**src/rtl/ahb_pkg.sv**
```systemverilog
// ahb_pkg: shared AHB transfer/response encodings and helpers
package ahb_pkg;
  localparam logic [1:0] HTRANS_IDLE   = 2'b00;
  localparam logic [1:0] HTRANS_BUSY   = 2'b01;
  localparam logic [1:0] HTRANS_NONSEQ = 2'b10;
  localparam logic [1:0] HTRANS_SEQ    = 2'b11;
  localparam logic [1:0] HRESP_OKAY    = 2'b00;
  localparam logic [1:0] HRESP_ERROR   = 2'b01;
  function automatic logic [2:0] onehot_idx(input logic [7:0] v);
    onehot_idx = '0;
    for (int i = 0; i < 8; i++)
      if (v[i]) onehot_idx = 3'(i);
  endfunction
endpackage

```
**src/rtl/ahb_master_arbiter_rr_picker.sv**
```systemverilog
// rr_picker: combinational round-robin search starting after the last owner
module rr_picker #(
  parameter int N  = 3,
  parameter int IW = $clog2(N)
) (
  input  logic [N-1:0]  req,
  input  logic [IW-1:0] last,
  output logic [N-1:0]  gnt,
  output logic          valid
);
  always_comb begin
    gnt = '0;
    for (int i = N; i >= 1; i--)
      if (req[IW'((int'(last) + i) % N)]) gnt = N'(1) << ((int'(last) + i) % N);
  end
  assign valid = |req;
endmodule

```
**src/rtl/ahb_master_arbiter.sv**
```systemverilog
// ahb_master_arbiter: round-robin AHB arbiter and address/data mux in front of the APB bridge
module ahb_master_arbiter
  import ahb_pkg::*;
#(
  parameter int NUM_MASTERS = 3,
  parameter int MAX_BEATS   = 4,
  localparam int IW         = $clog2(NUM_MASTERS)
) (
  input  logic                      Hclk,
  input  logic                      Hreset,
  input  logic [NUM_MASTERS-1:0]    Hbusreq,
  input  logic [2*NUM_MASTERS-1:0]  m_Htrans,
  input  logic [32*NUM_MASTERS-1:0] m_Haddr,
  input  logic [NUM_MASTERS-1:0]    m_Hwrite,
  input  logic [32*NUM_MASTERS-1:0] m_Hwdata,
  input  logic                      Hready_out,
  input  logic [1:0]                Hresp,
  output logic [1:0]                Htrans,
  output logic [31:0]               Haddr,
  output logic                      Hwrite,
  output logic [31:0]               Hwdata,
  output logic                      Hready_in,
  output logic [NUM_MASTERS-1:0]    Hgrant,
  output logic [IW-1:0]             Hmaster,
  output logic [IW-1:0]             Hmaster_d
);
  logic [IW-1:0] sel, sel_d, gidx, nidx;
  logic [NUM_MASTERS-1:0] win, gnt_nxt;
  logic [1:0] own_trans;
  logic [3:0] beat_cnt;
  logic win_v, xfer, others, rearb, unused_ok;
  assign unused_ok = ^Hresp;
  assign sel       = Hreset ? '0 : Hmaster;
  assign sel_d     = Hreset ? '0 : Hmaster_d;
  assign own_trans = m_Htrans[2*int'(Hmaster) +: 2];
  assign Htrans    = Hreset ? HTRANS_IDLE : own_trans;
  assign Haddr     = m_Haddr[32*int'(sel) +: 32];
  assign Hwrite    = m_Hwrite[sel];
  assign Hwdata    = m_Hwdata[32*int'(sel_d) +: 32];
  assign Hready_in = Hready_out;
  assign xfer      = own_trans == HTRANS_NONSEQ || own_trans == HTRANS_SEQ;
  assign others    = |(Hbusreq & ~(NUM_MASTERS'(1) << Hmaster));
  assign rearb     = !Hbusreq[Hmaster] || own_trans == HTRANS_IDLE ||
                     (xfer && int'(beat_cnt) >= MAX_BEATS - 1 && others);
  rr_picker #(.N(NUM_MASTERS)) u_pick (
    .req  (Hbusreq),
    .last (Hmaster),
    .gnt  (win),
    .valid(win_v)
  );
  // with no requester the bus parks on master 0
  assign gnt_nxt = !rearb ? Hgrant : win_v ? win : NUM_MASTERS'(1);
  assign gidx    = IW'(onehot_idx(8'(Hgrant)));
  assign nidx    = IW'(onehot_idx(8'(gnt_nxt)));
  always_ff @(posedge Hclk)
    if (Hreset) begin
      Hgrant    <= NUM_MASTERS'(1);
      Hmaster   <= '0;
      Hmaster_d <= '0;
      beat_cnt  <= '0;
    end else if (Hready_out) begin
      Hgrant    <= gnt_nxt;
      Hmaster   <= gidx;
      Hmaster_d <= Hmaster;
      beat_cnt  <= (gidx != Hmaster || (rearb && nidx == Hmaster)) ? '0 :
                   (xfer && int'(beat_cnt) < MAX_BEATS && beat_cnt != 4'hf) ? beat_cnt + 4'd1 : beat_cnt;
    end
endmodule

```
**config.mk**
```make
export PLATFORM = sky130hd
export DESIGN_NAME = ahb_master_arbiter
export DESIGN_NICKNAME = d
export VERILOG_FILES = /design/src/rtl/ahb_pkg.sv /design/src/rtl/ahb_master_arbiter_rr_picker.sv /design/src/rtl/ahb_master_arbiter.sv
export SDC_FILE = /design/constraint.sdc
export NUM_CORES = 1
export LEC_CHECK = 0
export CAP_MARGIN = 25
export CORE_AREA = 2 2 112 114
export CTS_CLUSTER_DIAMETER = 200
export CTS_CLUSTER_SIZE = 24
export DETAILED_ROUTE_END_ITERATION = 10
export DIE_AREA = 0 0 114 116
export GPL_ROUTABILITY_DRIVEN = 0
export PLACE_DENSITY_LB_ADDON = 0.1
export REMOVE_ABC_BUFFERS = 1
export SETUP_SLACK_MARGIN = 0.3
export SKIP_LAST_GASP = 1
export SYNTH_ARGS = -nofsm -noshare
export SYNTH_HDL_FRONTEND = slang
export SYNTH_SLANG_ARGS = --single-unit
```
**constraint.sdc**
```tcl
create_clock -name Hclk -period 7.27 [get_ports Hclk]
set_input_delay 1.454 -clock Hclk [delete_from_list [all_inputs] [get_ports Hclk]]
set_output_delay 1.454 -clock Hclk [all_outputs]
set_load 0.1 [all_outputs]
```
======== Yosys cells after proc, flatten, opt, wreduce, memory -nomap -nowiden ========
Cells that the tools add are included.
word-level totals
  register bits after elaboration ......... 11
  input bits .............................. 209
  word-level logic and storage cells ...... 76
cells by class
  $add $sub $neg .......................... 4
  divide/modulo/power cells ............... 3
  order comparisons ....................... 7
  equal/unequal tests ..................... 5
  shift-type cells ........................ 7
  mux-type cells .......................... 27
  bitwise operators ....................... 2
  reductions and logical operators ........ 16
operators with widths
  kind                                                        count
  indexed part select 96 x 8 -> 32 bit                        2
  modulo 32 x 3 -> 32 bit, second input constant              3
  left shift 1 x 32 -> 3 bit, first input constant            3
  two-way mux 3 bit                                           5
  less-than comparator 2 x 4 -> 1 bit, second input constant  3
  binary-select mux 1 bit (select 2 bit)                      5
  two-way mux 1 bit                                           10
  two-way mux 2 bit                                           5
  two-way mux 4 bit                                           2
  adder 2 x 2 -> 3 bit, second input constant                 2
  less-than comparator 2 x 3 -> 1 bit, second input constant  2
  OR reduction 3 bit                                          2
  indexed part select 6 x 4 -> 2 bit                          1
  logical AND 1 bit                                           5
  adder 4 x 1 -> 4 bit, second input constant                 1
  equality test 2 bit, second input constant                  2
  >= comparator 4 x 2 -> 1 bit, second input constant         1
  logical OR 1 bit                                            4
  less-than comparator 4 x 3 -> 1 bit, second input constant  1
  != test 4 bit, second input constant                        1
  AND reduction 2 bit                                         2
  adder 2 x 1 -> 3 bit, second input constant                 1
  AND 3 bit                                                   1
  inverter 3 bit                                              1
  6 further kinds                                             6

======== Depth between registers and ports, before layout ========
Gate-level depths: netlist of the first run.
  depth in word-level cells ............... 17
  depth in mapped cells ................... 11
  mapped depth without buffers ............ 8

======== By module ========
From an unflattened synthesis of the first run, not the netlist that was laid out.
second synthesis, totals
  cells, all modules ...................... 422
  area, all modules ....................... 2751.4 sq um
modules (own cells, without submodules)
  module              instances  cells each  area each (sq um)
  ahb_master_arbiter  1          387         2479.9
  rr_picker           1          35          271.5

======== Worst setup path before layout of the first run ========
Ideal clock, no wire load.
  kind .................................... input -> output
  start ................................... input Hreset
  end ..................................... output Haddr[23]
  arrival time ............................ 4253 ps
  data required time ...................... 5816 ps
  slack ................................... 1563 ps
  stages on the path ...................... 5
  buffers on the path ..................... 2
  path through ............................ clkbuf_1 nor2_1 buf_2 a22oi_1 o21ai_0
on the way
  word-level cells in the longest chain between the ends .. 2
ends and longest elaborated chain
  what                                  line                      text
  start, declared                       ahb_master_arbiter.sv:10  input logic Hreset,
  two-way mux 2 bit                     ahb_master_arbiter.sv:33  assign sel = Hreset ? '0 : Hmaster;
  indexed part select 96 x 8 -> 32 bit  ahb_master_arbiter.sv:37  assign Haddr = m_Haddr[32*int'(sel) +: 32];
  end, declared                         ahb_master_arbiter.sv:19  output logic [31:0] Haddr,
Every way passes these cells.

======== Final worst setup path of the first run ========
  start ................................... input Hreset
  end ..................................... output Hwdata[8]
on the way
  word-level cells in the longest chain between the ends .. 2
ends and longest elaborated chain
  what                                  line                      text
  two-way mux 2 bit                     ahb_master_arbiter.sv:34  assign sel_d = Hreset ? '0 : Hmaster_d;
  indexed part select 96 x 8 -> 32 bit  ahb_master_arbiter.sv:39  assign Hwdata = m_Hwdata[32*int'(sel_d) +: 32];
  end, declared                         ahb_master_arbiter.sv:21  output logic [31:0] Hwdata,
Every way passes these cells.

==> results of run 1 <==
-- worst max-delay path by stage --
stage                     end               startpoint  slack (ns)
global route        Hwdata[8]                   Hreset        1.55
CTS                 Hwdata[8]                   Hreset        1.69
floorplan            Haddr[0]  Hmaster[1]$_SDFFE_PP0P_       -0.03
finish              Hwdata[8]                   Hreset        1.69
detailed placement  Hwdata[8]                   Hreset        1.69
global placement    Hwdata[8]                   Hreset        1.71
-- power groups by stage --
| stage | logic, mW | clock network, mW | registers (mW) |
|---|---|---|---|
| 3_5_place_dp | 0.525 | 0 | 0.0669 |
| 2_1_floorplan | 0.300 | 0 | 0.0815 |
| 3_3_place_gp | 0.520 | 0 | 0.0668 |
| 5_1_grt | 0.547 | 0.106 | 0.0665 |
| 6_report | 0.525 | 0.0994 | 0.0658 |
| 4_1_cts | 0.527 | 0.102 | 0.0659 |
-- critical path: stages --
cell and delay [ns]:
buf_4 0.27, nor3b_2 0.49, buf_4 0.40, a22oi_1 0.12, o21ai_0 0.14, clkdlybuf4s50_1 1.19
-- flip-flops by register name, summed over array words and instances, names as in the netlist --
signal,count
Hmaster,2
Hgrant,3
Hmaster_d,2
beat_cnt,4
-- routing by layer --
layer  share of wire [%]  vias up  track usage (%)
met5                   0        -                0
met4                 2.2        0             4.72
met3                 5.9       22             2.93
met2                  52      163             37.9
met1                  40     1953             25.6
li1                    -     2037                -
-- layout make-up --
class	count	share of cell area (%)
Timing Repair Buffer	290	52.2
Multi-Input combinational cell	338	38.5
Sequential cell	11	4.00
Tap cell	147	3.34
Clock buffer	4	1.43
Inverter	7	0.477
-- layout by cell type (no fill, tap or decap), types with 2 or more instances in the layout --
master	instances
nor3b_1	3
buf_4	10
mux2i_1	11
inv_1	6
a21o_1	2
a22oi_1	103
clkbuf_16	3
dfxtp_1	11
nand2_1	33
a21oi_1	33
nand3b_1	3
nand2b_1	3
o21ai_0	68
nor2_1	40
nor3_1	3
nor4_1	2
ha_1	6
clkdlybuf4s50_1	280
-- stage by stage --
step	worst slack, ns	util, %
finish	1.69	46.3
CTS	1.69	46.3
floorplan	-0.0282	-
global placement	1.71	45.6
detailed placement	1.69	45.6
global route	1.55	46.3
-- cells by family after synthesis --
family	synth area share [%]
and+or+nand+nor	17.2
AOI/OAI and AO/OA	57.2
muxes	5.37
adders and majority gates	2.96
DFF	8.67
buffers and inverters	8.18
xor gates and xnor gates	0.345
==> qor.txt, run 1 <==
GR Util All Layers -> 20.7%
Syn-to-layout area delta -> 117%
RR Endpoint -> beat_cnt[2]$_SDFFE_PP0P_
fmax -> 179 MHz
IO Count -> 284
final hold slack -> 0.464 ns
Commonest cells post-synth -> 103 x a22oi_1, 68 x o21ai_0, 41 x nor2_1
internal power -> 0.328 mW
Hold Crit Class -> flip-flop to flip-flop
Worst-path clk slew -> 0.04 ns
Yosys reg bits -> 11
Clk Latency, worst-skew pair -> 0.24 ns
RSZ-0062 raised after global routing -> false
post-synth top area cell -> a22oi_1
Post-CTS Setup Bufs -> 0
Routed WL -> 15.1 mm
status -> finished clean
drt pass-1 iters -> 5
vias -> 4,175
clock power share -> 14.4%
Setup violations, final -> 0
core area -> 0.0119 sq mm
Std-Cell Rows -> 40
Critical Path AT -> 4.13 ns
crit end category -> output pin
Die ar. -> 0.0132 sq mm
global-route wire length before repair -> 22.2 mm
Final TNS setup -> 0 ns
worst r2r path cells -> 9
Leak -> 1.93 nW
Starting Density -> 21.3%
share of the yosys chip area belonging to registers -> 8.67%
slew margin rel. -> 29.8%
post-synth top area share -> 30.4%
Worst Setup Path Type -> primary input to output pin
worst slew pin tran -> 1.05 ns
fin crit period -> 5.58 ns
crit path launch type -> primary input
design area -> 0.00551 sq mm
total area of sequential cells -> 220 sq um
skew final -> 0.00271 ns
Crit Reg-Reg Startpoint -> Hmaster[1]$_SDFFE_PP0P_
Iter 0 DRT Violations -> 306
power per cell area -> 125 mW/mm^2
FILL cells -> 1,193
Residual DRC -> 0
antenna cells -> 0
CTS Buf Count -> 3
hold_sp -> Hgrant[0]$_SDFFE_PP1P_
Slew Limit Fails -> 0
Synth cell types -> 45
clk sink count -> 11
WHS Path Cells -> 1
yosys warns -> 0
Worst Hold Path EP -> Hgrant[0]$_SDFFE_PP1P_
synth top area cells -> a22oi_1 30%, o21ai_0 13%, dfxtp_1 8.7%
largest net degree at the start of global routing -> 58
antenna violations before repair -> 0
WP data required -> 5.82 ns
die height -> 116 microns
EDFF count, synth -> 0
Total Power -> 0.690 mW
area of the multi-input gates -> 0.00212 sq mm
Synth Area per Inst -> 6.37 sq um
CTS tree -> done
vias in the first global route -> 3,951
die width -> 114 microns
sw frac -> 52.4%
final period utilization -> 76.8%
dpl cells -> 793
dpl hpwl -> 11.3 mm
Synth Cell Area -> 0.00254 sq mm
root buf cell -> clkbuf_16
Syn Inst Count -> 399
switching power -> 0.362 mW
Resize count post-CTS -> 0
dpl cell area -> 0.00543 sq mm
NumNets Final -> 866
maximum fanout along the worst path -> 51
GRT Residual Overflow -> 0
Synth async-reset ratio -> 0%
IO buf count -> 281
layout cells sized above 1 -> 4.15%
Reg power frac -> 9.5%
fin cells -> 797
count leader, synth -> a22oi_1
htree depth -> 1
Clock Path Buffers -> 2
number of max-cap violations -> 0
wire length per cell -> 18.9 microns
Top FF cell, synth -> dfxtp_1
Post-CTS Hold Buffers -> 0
antenna viol nets, final -> 0
flop2flop setup slack -> 4.21 ns
combinational share of power -> 76.1%
vias per cell -> 5.24
Peak VDD IR -> 0.231 mV
Final Hold Viols -> 0
No activity file was read; power rests on OpenSTA's default activity.
==> run 2: changes to the inputs <==
--- a/config.mk
+++ b/config.mk
@@ -6,11 +6,11 @@
 export NUM_CORES = 1
 export LEC_CHECK = 0
 export CAP_MARGIN = 25
-export CORE_AREA = 2 2 112 114
+export CORE_AREA = 2 2 109 111
 export CTS_CLUSTER_DIAMETER = 200
 export CTS_CLUSTER_SIZE = 24
 export DETAILED_ROUTE_END_ITERATION = 10
-export DIE_AREA = 0 0 114 116
+export DIE_AREA = 0 0 111 113
 export GPL_ROUTABILITY_DRIVEN = 0
 export PLACE_DENSITY_LB_ADDON = 0.1
 export REMOVE_ABC_BUFFERS = 1
==> constraint.sdc (replaced) <==
create_clock -name Hclk -period 5.25 [get_ports Hclk]
set_input_delay 1.05 -clock Hclk [delete_from_list [all_inputs] [get_ports Hclk]]
set_output_delay 1.05 -clock Hclk [all_outputs]
set_load 0.1 [all_outputs]
==> qor.txt, run 2 (synthesized netlist as in run 1, its figures left out) <==
CP max-delay cell -> clkdlybuf4s50_1
fin crit period -> 4.07 ns
clock power share -> 14.6% (+0.2 points)
Critical Path AT -> 3.02 ns (-1.11 ns)
antenna violations before repair -> 1 (+1)
Resize count post-CTS -> 0 (unchanged)
Residual DRC -> 0 (unchanged)
maximum fanout along the worst path -> 5 (-90%)
IO buf count -> 281 (unchanged)
internal power -> 0.439 mW (+34%)
clk sink count -> 11 (unchanged)
FILL cells -> 1,124 (-5.8%)
crit end category -> output pin
fin cells -> 794 (-0.38%)
layout cells sized above 1 -> 14.5% (+10 points)
top flop regs -> beat_cnt: 4 flops, Hgrant: 3 flops
Die ar. -> 0.0125 sq mm (-5.1%)
Setup violations, final -> 0 (unchanged)
Std-Cell Rows -> 39 (-2.5%)
sw frac -> 53.3% (+0.84 points)
skew final -> 0.00298 ns (+0.000264 ns)
dpl hpwl -> 11.2 mm (-1.6%)
CTS tree -> done
Reg power frac -> 9.8% (+0.3 points)
worst slew pin tran -> 0.978 ns (-0.0719 ns)
most frequent cells in the layout -> 213 x clkdlybuf4s50_1, 103 x a22oi_1, 77 x buf_4, 68 x o21ai_0, 40 x nor2_1
cell mode on critical path -> clkdlybuf4s50_1
Clk Latency, worst-skew pair -> 0.24 ns (about the same)
Worst-path clk slew -> 0.04 ns (about the same)
Worst Setup Path Type -> primary input to output pin
global-route wire length before repair -> 22.3 mm (+0.72%)
ordered list of cells on the worst path -> clkdlybuf4s50_1 > mux2_4 > a22oi_4 > nor2_1 > clkdlybuf4s50_1
Slew Limit Fails -> 0 (unchanged)
Largest Register -> beat_cnt
die width -> 111 microns (-2.6%)
Largest stage delay, worst path -> 0.99 ns (-0.20 ns)
slew margin rel. -> 34.6% (+4.8 points)
vias per cell -> 5.29 (+0.95%)
Crit path buffers/inverters -> 2 (-1)
Leak -> 1.97 nW (+2.2%)
NumNets Final -> 866 (unchanged)
CTS Buf Count -> 3 (unchanged)
max reg flops -> 4 (unchanged)
vias -> 4,199 (+0.57%)
final hold slack -> 0.463 ns (-0.000665 ns)
core area -> 0.0113 sq mm (-5.4%)
Final Hold Viols -> 0 (unchanged)
Peak VDD IR -> 0.174 mV (-25%)
GRT Residual Overflow -> 0 (unchanged)
dpl cells -> 789 (-0.50%)
final period utilization -> 77.4%
IO Count -> 284 (unchanged)
Iter 0 DRT Violations -> 339 (+11%)
Syn-to-layout area delta -> 110%
Post-CTS Hold Buffers -> 0 (unchanged)
Final TNS setup -> 0 ns (unchanged)
root buf cell -> clkbuf_16
combinational share of power -> 75.7% (-0.4 points)
Starting Density -> 22.5% (+1.2 points)
switching power -> 0.501 mW (+38%)
drt pass-1 iters -> 5 (unchanged)
largest net degree at the start of global routing -> 56 (-3.4%)
status -> finished clean
Post-CTS Setup Bufs -> 0 (unchanged)
area of the multi-input gates -> 0.00212 sq mm (unchanged)
delay-heaviest family, CP -> buffers and inverters
htree depth -> 1 (unchanged)
RSZ-0062 raised after global routing -> false
wire length per cell -> 18.5 microns (-1.9%)
Hold Crit Class -> flip-flop to flip-flop
total area of sequential cells -> 220 sq um (unchanged)
crit path launch type -> primary input
power per cell area -> 176 mW/mm^2 (+41%)
number of max-cap violations -> 0 (unchanged)
fmax -> 246 MHz
die height -> 113 microns (-2.6%)
vias in the first global route -> 3,935 (-0.40%)
GR Util All Layers -> 21.6% (+0.87 points)
commonest non-fill, non-tap cell in the layout -> clkdlybuf4s50_1
antenna viol nets, final -> 0 (unchanged)
Routed WL -> 14.7 mm (-2.3%)
WP data required -> 4.20 ns (-1.62 ns)
Clock Path Buffers -> 2 (unchanged)
[run 2: worst register-to-register path, stage by stage, from the launching register on]
cell,delay [ns]
dfxtp_1,0.71
clkinv_1,0.14
buf_4,0.29
ha_1,0.48
nand2b_1,0.19
o21ai_0,0.14
a21oi_1,0.09
or4_4,0.49
a31oi_2,0.24
nor3b_1,0.09
[run 2: area by class of cell]
type                            count  area share (%)
Tap cell                          143            3.35
Clock buffer                        4            1.48
Timing Repair Buffer              290            50.7
Antenna cell                        1          0.0468
Sequential cell                    11            4.12
Inverter                            7           0.492
Multi-Input combinational cell    338            39.8
[run 2: metrics by stage]
stage | util [%] | cell area [sq um] | worst slack, ns | power (mW)
final | 47.4 | 5340 | 1.18 | 0.940
after global routing | 47.4 | 5340 | 1.12 | 0.978
after CTS | 47.4 | 5340 | 1.17 | 0.944
after detailed placement | 46.7 | 5260 | 1.20 | 0.804
after global placement | 46.7 | 5260 | 1.19 | 0.797
after floorplan | - | 2360 | -1.64 | 0.528
[run 2: layer usage]
layer | GRT usage, % | up-vias | part of all wire [%]
li1 | - | 2032 | -
met1 | 27.1 | 1967 | 40
met2 | 38.7 | 172 | 51
met3 | 3.05 | 28 | 5.8
met4 | 5.83 | 0 | 2.7
met5 | 0 | - | 0
[run 2: path summary, 6_finish.rpt]
| kind | endpoint | startpoint | cells after the start | slack (ns) |
|---|---|---|---|---|
| min reg2reg | beat_cnt[3]$_SDFFE_PP0P_ | beat_cnt[3]$_SDFFE_PP0P_ | 2 | 0.46 |
| max | Htrans[1] | m_Htrans[1] | 5 | 1.18 |
| min | beat_cnt[3]$_SDFFE_PP0P_ | beat_cnt[3]$_SDFFE_PP0P_ | 2 | 0.46 |
| max reg2reg | beat_cnt[2]$_SDFFE_PP0P_ | Hmaster[1]$_SDFFE_PP0P_ | 9 | 2.26 |
[run 2: power by group through the flow]
stage | Sequential [mW] | Combinational (mW) | Clock, mW
finish | 0.0917 | 0.711 | 0.137
global route | 0.0922 | 0.740 | 0.145
CTS | 0.0918 | 0.713 | 0.139
detailed placement | 0.0931 | 0.711 | 0
global placement | 0.0930 | 0.704 | 0
floorplan | 0.113 | 0.415 | 0
==> run 3: changes to the inputs <==
==> constraint.sdc (replaced) <==
create_clock -name Hclk -period 3.94 [get_ports Hclk]
set_input_delay 0.788 -clock Hclk [delete_from_list [all_inputs] [get_ports Hclk]]
set_output_delay 0.788 -clock Hclk [all_outputs]
set_load 0.1 [all_outputs]
==> qor.txt, run 3 (synthesized netlist as in run 1, its figures left out) <==
Reg power frac -> 8.5% (-1.3 points)
GRT Residual Overflow -> 0 (unchanged)
Largest Register -> beat_cnt
CTS Buf Count -> 3 (unchanged)
CTS tree -> done
FILL cells -> 1,052 (-6.4%)
switching power -> 0.701 mW (+40%)
Syn-to-layout area delta -> 143%
max reg flops -> 4 (unchanged)
antenna violations before repair -> 0 (-1)
worst slew pin tran -> 0.971 ns (-0.00694 ns)
Hold Crit Class -> flip-flop to flip-flop
Final Hold Viols -> 0 (unchanged)
IO Count -> 284 (unchanged)
Total Power -> 1.42 mW (+51%)
Post-CTS Hold Buffers -> 0 (unchanged)
skew final -> 0.00444 ns (+0.00146 ns)
dpl hpwl -> 11.8 mm (+5.8%)
antenna cells -> 0 (-1)
wire length per cell -> 19.2 microns (+3.9%)
internal power -> 0.722 mW (+65%)
NumNets Final -> 867 (+0.12%)
Post-CTS Setup Bufs -> 0 (unchanged)
final period utilization -> 79.4%
crit end category -> output pin
Routed WL -> 15.3 mm (+3.9%)
vias in the first global route -> 4,094 (+4.0%)
most frequent cells in the layout -> 209 x clkdlybuf4s50_1, 103 x a22oi_1, 68 x o21ai_0, 67 x buf_12, 40 x nor2_1
sw frac -> 49.2% (-4.1 points)
global-route wire length before repair -> 23.2 mm (+3.8%)
crit path launch type -> primary input
Final TNS setup -> 0 ns (unchanged)
Worst-path clk slew -> 0.04 ns (about the same)
GR Util All Layers -> 22.5% (+0.98 points)
core area -> 0.0113 sq mm (unchanged)
clock power share -> 12.8% (-1.8 points)
largest net degree at the start of global routing -> 58 (+3.6%)
IO buf count -> 281 (unchanged)
slew margin rel. -> 35.1% (+0.46 points)
top flop regs -> beat_cnt: 4 flops, Hgrant: 3 flops
fmax -> 320 MHz
commonest non-fill, non-tap cell in the layout -> clkdlybuf4s50_1
WP data required -> 3.15 ns (-1.05 ns)
Std-Cell Rows -> 39 (unchanged)
Leak -> 2.32 nW (+18%)
drt pass-1 iters -> 5 (unchanged)
fin crit period -> 3.13 ns
antenna viol nets, final -> 0 (unchanged)
Critical Path AT -> 2.34 ns (-0.68 ns)
root buf cell -> clkbuf_16
Starting Density -> 22.5% (unchanged)
Resize count post-CTS -> 0 (unchanged)
number of max-cap violations -> 0 (unchanged)
Peak VDD IR -> 0.227 mV (+30%)
RSZ-0062 raised after global routing -> false
maximum fanout along the worst path -> 51 (+46)
clk sink count -> 11 (unchanged)
vias -> 4,202 (+0.071%)
Slew Limit Fails -> 0 (unchanged)
vias per cell -> 5.29 (about the same)
Clk Latency, worst-skew pair -> 0.24 ns (about the same)
htree depth -> 1 (unchanged)
Iter 0 DRT Violations -> 355 (+4.7%)
die width -> 111 microns (unchanged)
combinational share of power -> 78.6% (+2.9 points)
die height -> 113 microns (unchanged)
layout cells sized above 1 -> 15.2% (+0.75 points)
Die ar. -> 0.0125 sq mm (unchanged)
status -> finished clean
power per cell area -> 230 mW/mm^2 (+31%)
Worst Setup Path Type -> primary input to output pin
Clock Path Buffers -> 2 (unchanged)
Setup violations, final -> 0 (unchanged)
Residual DRC -> 0 (unchanged)
run 3: cell count changes in the layout (fill, tap and decap cells not counted), sizes merged:
| cell | previous run | this run |
|---|---|---|
| clkdlybuf4s50 | 213 | 209 |
| buf | 77 | 82 |
| diode | 1 | 0 |
run 3: worst max-delay path, cell delays in order:
cell	delay (ns)
buf_4	0.27
nor2_2	0.14
buf_4	0.37
a22oi_1	0.12
o21ai_0	0.38
buf_12	0.23
run 3: path summary, 6_finish.rpt:
kind	slack [ns]	end	cells past startpoint	startpoint
max	0.81	Hwrite	6	Hreset
min	0.47	beat_cnt[3]$_SDFFE_PP0P_	2	beat_cnt[3]$_SDFFE_PP0P_
max reg2reg	1.32	beat_cnt[1]$_SDFFE_PP0P_	8	Hmaster[0]$_SDFFE_PP0P_
min reg2reg	0.47	beat_cnt[3]$_SDFFE_PP0P_	2	beat_cnt[3]$_SDFFE_PP0P_
run 3: power groups by stage:
stage          clock network, mW  logic, mW  registers, mW
3_3_place_gp                   0       1.11          0.123
3_5_place_dp                   0       1.12          0.123
5_1_grt                    0.195       1.16          0.122
2_1_floorplan                  0      0.553          0.150
4_1_cts                    0.186       1.12          0.121
6_report                   0.183       1.12          0.121
run 3: metal layers:
layer	up-vias	GRT usage [%]	part of all wire, %
met1	1982	27.3	41
met3	22	3.27	4.9
met5	-	0	0
met2	166	42.5	52
met4	0	4.33	1.7
li1	2032	-	-
run 3: area by class of cell:
class / instances / area [sq um] / area share (%)
flip-flops and latches: 11 / 220 / 3.57
clock buffers: 4 / 78.8 / 1.28
inverters: 7 / 26.3 / 0.426
multi-input cells: 338 / 2120 / 34.4
repair buffers: 291 / 3550 / 57.4
well taps: 143 / 179 / 2.90
run 3: metrics by stage:
step | utilization [%] | instance area, sq um | std cells | setup slack [ns] | hold WS [ns]
after floorplan | - | 2360 | 356 | -2.69 | 0.437
after global placement | 54.1 | 6100 | 790 | 0.799 | 0.445
after detailed placement | 54.1 | 6100 | 790 | 0.807 | 0.466
after CTS | 54.8 | 6170 | 794 | 0.784 | 0.473
after global routing | 54.8 | 6170 | 794 | 0.676 | 0.490
final | 54.8 | 6170 | 794 | 0.811 | 0.474
